==> src/rtl/prog_cntr_sel_ctrl.sv <==
// Program-counter source select controller with a return-address stack
// and single-level (non-nesting) interrupt handling.
module prog_cntr_sel_ctrl #(
    parameter int STACK_DEPTH = 8,
    parameter int ADDR_W      = 14
) (
    input  logic              clock,
    input  logic              reset,
    input  logic              stall,
    input  logic              branch_taken,
    input  logic              call,
    input  logic              ret,
    input  logic              reti,
    input  logic              int_req,
    input  logic [ADDR_W-1:0] call_ret_addr,
    input  logic [ADDR_W-1:0] int_ret_addr,
    output logic [3:0]        sel_signals,
    output logic [ADDR_W-1:0] ret_addr,
    output logic              int_enable,
    output logic              int_ack,
    output logic              stack_overflow,
    output logic              stack_underflow
);

    localparam int PTR_W = $clog2(STACK_DEPTH);
    localparam int CNT_W = PTR_W + 1;
    localparam logic [CNT_W-1:0] CNT_FULL = CNT_W'(STACK_DEPTH);
    localparam logic [CNT_W-1:0] CNT_ONE  = CNT_W'(1);

    typedef enum logic {
        ST_RUN = 1'b0,
        ST_ISR = 1'b1
    } state_t;

    state_t state_q, state_d;

    logic [CNT_W-1:0]  count_q, count_d;
    logic              ovf_q, ovf_d;
    logic              unf_q, unf_d;
    logic              int_ack_q, int_ack_d;
    logic [ADDR_W-1:0] stack_mem [STACK_DEPTH];

    logic              active;
    logic              int_take;
    logic              do_push;
    logic              do_pop;
    logic              push_ok;
    logic [ADDR_W-1:0] push_data;
    logic [CNT_W-1:0]  count_m1;
    logic [PTR_W-1:0]  wr_idx;
    logic [PTR_W-1:0]  rd_idx;

    // Decode this cycle's stack/interrupt actions; interrupt entry pre-empts everything else
    always_comb begin
        active    = !reset && !stall;
        int_take  = int_req && (state_q == ST_RUN) && active;
        do_pop    = active && !int_take && (ret || reti);
        do_push   = int_take || (active && call && !(ret || reti));
        push_data = int_take ? int_ret_addr : call_ret_addr;
        push_ok   = do_push && (count_q != CNT_FULL);
        count_m1  = count_q - CNT_ONE;
        wr_idx    = count_q[PTR_W-1:0];
        rd_idx    = count_m1[PTR_W-1:0];
    end

    // PC source priority: reset/stall, interrupt, return, call/branch, sequential
    always_comb begin
        sel_signals = 4'b0010;
        if (reset || stall) begin
            sel_signals = 4'b0010;
        end else if (int_take) begin
            sel_signals = 4'b0100;
        end else if (ret || reti) begin
            sel_signals = 4'b1000;
        end else if (call || branch_taken) begin
            sel_signals = 4'b0001;
        end
    end

    // Stack occupancy and sticky error flags; a full push or empty pop leaves count untouched
    always_comb begin
        count_d   = count_q;
        ovf_d     = ovf_q;
        unf_d     = unf_q;
        int_ack_d = int_take;
        if (do_push) begin
            if (count_q == CNT_FULL) begin
                ovf_d = 1'b1;
            end else begin
                count_d = count_q + CNT_ONE;
            end
        end
        if (do_pop) begin
            if (count_q == '0) begin
                unf_d = 1'b1;
            end else begin
                count_d = count_m1;
            end
        end
    end

    // FSM next state: leave RUN only on interrupt entry, leave ISR only on an unstalled reti
    always_comb begin
        state_d = state_q;
        case (state_q)
            ST_RUN:  if (int_take) state_d = ST_ISR;
            ST_ISR:  if (reti && active) state_d = ST_RUN;
            default: state_d = ST_RUN;
        endcase
    end

    // FSM outputs: interrupts are masked while servicing one
    always_comb begin
        int_enable = (state_q == ST_RUN);
    end

    // FSM state register
    always_ff @(posedge clock) begin
        if (reset) begin
            state_q <= ST_RUN;
        end else begin
            state_q <= state_d;
        end
    end

    // Stack pointer, error flags and interrupt acknowledge registers
    always_ff @(posedge clock) begin
        if (reset) begin
            count_q   <= '0;
            ovf_q     <= 1'b0;
            unf_q     <= 1'b0;
            int_ack_q <= 1'b0;
        end else begin
            count_q   <= count_d;
            ovf_q     <= ovf_d;
            unf_q     <= unf_d;
            int_ack_q <= int_ack_d;
        end
    end

    // Stack storage; entries are not cleared by reset, the count defines validity
    always_ff @(posedge clock) begin
        if (push_ok) begin
            stack_mem[wr_idx] <= push_data;
        end
    end

    // Top-of-stack view; reads zero when the stack is empty
    always_comb begin
        ret_addr = (count_q != '0) ? stack_mem[rd_idx] : '0;
    end

    assign int_ack         = int_ack_q;
    assign stack_overflow  = ovf_q;
    assign stack_underflow = unf_q;

endmodule

==> config.mk <==
export PLATFORM = sky130hd
export DESIGN_NAME = prog_cntr_sel_ctrl
export DESIGN_NICKNAME = d
export VERILOG_FILES = /design/src/rtl/prog_cntr_sel_ctrl.sv
export SDC_FILE = /design/constraint.sdc
export NUM_CORES = 1
export LEC_CHECK = 0
export BUFFER_PORTS_ARGS = -buffer_cell sky130_fd_sc_hd__clkbuf_2
export CAP_MARGIN = 20
export CORE_MARGIN = 1.5
export CORE_UTILIZATION = 50
export CTS_BUF_LIST = sky130_fd_sc_hd__clkbuf_2
export DETAILED_ROUTE_END_ITERATION = 10
export PLACE_DENSITY = 0.73
export SLEW_MARGIN = 30
export SYNTH_ARGS = -nofsm -noshare
export SYNTH_HDL_FRONTEND = slang
export SYNTH_SLANG_ARGS = --single-unit
==> constraint.sdc <==
create_clock -name clock -period 3.7 [get_ports clock]
set_clock_uncertainty 0.15 [all_clocks]
set_input_delay 1.11 -clock clock [delete_from_list [all_inputs] [get_ports clock]]
set_output_delay 1.11 -clock clock [all_outputs]
set_load 0.005 [all_outputs]
; Yosys cells after proc, flatten, opt, wreduce, memory -nomap -nowiden
; Memory sizes are Yosys's and may differ from the RTL's.
; Cells that the tools add are included.
[totals]
mem_bits_rw = 112
reg_bits = 8
elab_cells = 47
in_bits = 36
n_memories = 1
[memory_table]
columns = name, depth, word_bits, rd, rd_ports_with_merged_regs, wr, line_no
row1 = stack_mem, 8, 14, 1, 0, 1, 41  ; logic [ADDR_W-1:0] stack_mem [STACK_DEPTH];
[op_classes]
bitwise_logic = 1
n_addsub = 2
muxes = 15
n_eq_ne = 2
reduce_logical = 21
[op_table]
columns = operator, n
row1 = two-way mux 14 bit, 2
row2 = two-way mux 4 bit, 7
row3 = logical AND 1 bit, 9
row4 = adder 4 x 1 -> 4 bit (second input constant), 1
row5 = equality test 4 bit (second input constant), 1
row6 = zero test 1 bit, 4
row7 = zero test 4 bit, 1
row8 = logical OR 1 bit, 4
row9 = two-way mux 1 bit, 4
row10 = != test 4 bit (second input constant), 1
row11 = AND reduction 2 bit, 2
row12 = nonzero test 4 bit, 1
row13 = subtractor 4 x 1 -> 4 bit (second input constant), 1
row14 = two-way mux 2 bit, 1
row15 = one-hot mux 1 bit (2 select lines), 1
row16 = inverter 1 bit, 1

; Depth between registers and ports, before layout
[depth]
ltp_word = 8
mapped_depth = 8
ltp_nobuf = 7

; Worst setup path after synthesis
; OpenSTA, ideal clock, no wires.
[synth_path]
path_kind = input to register
from = input port int_req
to = register count_q[3]
arrival_ns = 3.504
required_time_ns = 3.428
cell_stages = 5
path_slack_ns = -0.076
cell_sequence = nor2b_1 > o21ai_2 > nor4_1 > a21oi_1 > o311a_1
[synth_between]
elab_chain_cells = 6
word_cells_on_any_way = 9
cone_classes = mux: 3 / reduce/logical: 6
[synth_lines]
columns = item, line_no
row1 = "start, declared", 14  ; input logic int_req,
row2 = logical AND 1 bit * (2 in a row), 56  ; int_take = int_req && (state_q == ST_RUN) && active;
row3 = logical OR 1 bit / zero test 1 bit (equally long branches), "58, 57"
row4 = two-way mux 4 bit / logical AND 1 bit (equally long branches), "86, 57"
row5 = two-way mux 4 bit / logical AND 1 bit (equally long branches), "94, 57"
row6 = two-way mux 4 bit *, 93  ; if (do_pop) begin
row7 = "end signal, assigned", 134  ; count_q <= count_d;
row8 = "end, declared", 37  ; logic [CNT_W-1:0] count_q, count_d;
; Every way passes the cells marked *; elsewhere a longest branch is shown, timed or not.
; A chain may end at the register's enable or synchronous reset.

; Worst setup path after layout
[layout_path]
from = register count_q[0]
to = output port ret_addr[10]
[layout_between]
elab_chain_cells = 3
word_cells_on_any_way = 4
cone_classes = add/sub: 1 / mux: 1 / reduce/logical: 1 / memory: 1
[layout_lines]
columns = item, line_no
row1 = subtractor 4 x 1 -> 4 bit, 61  ; count_m1 = count_q - CNT_ONE;
row2 = memory (8 x 14 bit), -
row3 = two-way mux 14 bit *, 150  ; ret_addr = (count_q != '0) ? stack_mem[rd_idx] : '0;
row4 = "end, declared", 18  ; output logic [ADDR_W-1:0] ret_addr,
; Marked as above.

==> results.ini <==
[run_status]
status=complete, no violations

[placed_design]
dp_hpwl_um=6170
place_area_um2=5530
gp_congestion=0.802
dp_slack_ns=0.340
io_buffers=57

[setup_path]
worst-path-max-fanout=23
worst-setup-path-type=flip-flop to primary output
cp.required_ns=2.44
cp-end-kind=primary output
worst_ep_arrival_time_ns=2.24
cp_slowest_cell=dfxtp_2
reg2reg_setup_slack_ns=1.35
cp_cell_sequence=clkinvlp_4 -> ha_4 -> buf_12 -> mux4_2 -> nand2_1 -> a21oi_1 -> clkbuf_2
reg2regPathDepth=5
startpoint_type=flip-flop
slowest_delay_ns=0.40

[timing]
setup_violations=0
rsz0062_at_grt=no
post-route-min-period_ns=3.50
finalSetupTns_ns=0
worst_pin_slew_ns=0.554
maxSlewViolCount=0
max_freq_ghz=0.286
hold_viol=0
fin_crit_sh_pct=94.6
fin_ws_ns=0.198
relSlewSlack_pct=63.0

[global_routing]
gr-usage-all-layers_pct=20.3
use_met1_pct=25.5
grt-ovfl-total=0
grt_util_met3_pct=4.81
grt_pass1_vias=2876
busiest_layer=met2
grt_antenna_before_repair=0
grt_start_max_net_pins=37
globalRouteMet2Util_pct=34.6
grt_pass1_wl_um=15100

[final_layout]
drive_gt1_share_pct=45.2
final_nets=404
final_common_cell=edfxtp_1
diodes=0
area_growth_pct=17.1
design_area_um2=5810
layout_common_cells=edfxtp_1 (112), clkbuf_2 (78), nand2_1 (32), mux4_2 (28), a21oi_1 (22)

[drt]
wire_per_inst_um=19.5
drt-initial-drc-count=177
drc=0
detailroute.via_count=2832
drt_pass1_iterations=4
routed_wl_um=9990
postRouteAntennaNets=0
via_per_inst=5.54

[cts]
clock_path_buffers=2
cts_hold_buf=0
cts_tree=yes
htreeDepth=4
cts_root_buf=clkbuf_2
numClockSinks=120
clk_pin_slew_ns=0.17
insertion_delay_ns=0.61
cts_buffers=17

[synthesis]
synthAdderAreaFrac_pct=0.505
synth_seq_cells=120
synth_top_family_by_area=multiplexers
synth_fp_nets=320
synth_xor_area_share_pct=0.707
synth-compound-area-share_pct=3.91
avgSynthCellArea_um2=17.6
synth_area_um2=4960
synthCells=282
synth-edff-count=112
synthArstFlopShare_pct=0
synth-simple-area-share_pct=5.83
yosys_most_used_dff=edfxtp_1
synth.distinct_cells=34
yosysWarnings=0
ys_seq_area_share_pct=71.1
synth_mux_area_share_pct=15.9

[floorplan]
core_area_um2=9680
die_y_um=103
initial_core_util_pct=51.2
io_pins=58
dieArea_um2=10500
fp.dieW_um=103
rows=36

[power_and_ir_drop]
peakVddDrop_v=0.000271
cellLeakagePower_nw=2.01
p_per_area_nw_per_um2=567
total_power_mw=3.29

[job]
drv_cap=0

[hold_path]
hold_depth=2
min_path_type=flip-flop to flip-flop

[timing repair]
action | CTS | global route
pin swaps | 1 | 0
gates cloned | 0 | 1
setup buffers | 1 | 2
gates resized for setup | 3 | 7
endpoints found under the setup margin | 14 | 14
endpoints found under the hold margin | 0 | 0
[synth_stat cells (all sizes together) (2+ instances only)]
library cell	number	area share [%]
nor2	11	0.88
clkbuf	7	0.53
a21oi	22	2.2
o21ai	4	0.56
nor4	2	0.38
dfxtp	8	3.2
a211oi	2	0.30
buf	8	1.2
nor3b	2	0.40
mux4	28	13
edfxtp	112	68
ha	2	0.50
nand2	32	2.4
mux2	14	3.2
inv	5	0.38
nor3	8	0.81
xnor2	3	0.53
[cell type report]
type,instances,area (µm²)
inverters,5,22.5
multi-input cells,142,1400
flip-flops and latches,120,3520
fillers,740,3880
repair buffers,80,482
well taps,133,166
clock inverters,10,105
clock buffers,21,105
[layer usage]
| layer | vias to the layer above | part of all wire [%] |
|---|---|---|
| li1 | 1288 | - |
| met1 | 1436 | 41 |
| met2 | 96 | 52 |
| met3 | 12 | 5.4 |
| met4 | 0 | 1.3 |
| met5 | - | 0 |
[flip-flops by register name, indices dropped and copies added, names as in the netlist]
signal and count:
count_q 4, int_ack 1, stack_mem 112, stack_overflow 1, stack_underflow 1, state_q 1
[worst max-delay path: cells and delay by family (launching register included)]
kind / cells / cell delay [ns]
buffers and inverters: 3 / 0.43
multiplexers: 1 / 0.32
adder cells (fa/ha/maj): 1 / 0.31
AND/OR/NAND/NOR: 1 / 0.10
AO/OA/AOI/OAI: 1 / 0.07
flip-flops: 1 / 0.40
[final timing paths]
kind,from,end
worst min-delay path,stack_underflow$_SDFFE_PP0P_,stack_underflow$_SDFFE_PP0P_
worst min register to register,stack_underflow$_SDFFE_PP0P_,stack_underflow$_SDFFE_PP0P_
worst max register to register,state_q$_SDFF_PP0_,stack_mem[2][13]$_DFFE_PP_
worst max-delay path,count_q[0]$_SDFF_PP0_,ret_addr[10]
[power by group]
group / leakage (nW) / switching, mW / internal [mW]
clock network: 0.131 / 0.449 / 0.308
logic: 0.804 / 0.553 / 0.438
registers: 1.07 / 0.0163 / 1.53
total: 2.01 / 1.02 / 2.27
[stage by stage]
step	cells	utilization [%]	hold slack, ns
global route	511	60.0	0.379
global placement	476	57.1	0.307
detailed placement	476	57.1	0.320
floorplan	282	-	0.310
finish	511	60.0	0.352
CTS	508	59.5	0.356
[logic make-up after synthesis]
group,Yosys count
AO/OA/AOI/OAI,33
multiplexers,42
AND/OR/NAND/NOR,61
buffers and inverters,20
adder cells (fa/ha/maj),2
XOR/XNOR,4
flip-flops,120
No activity file was read; power rests on OpenSTA's default activity.
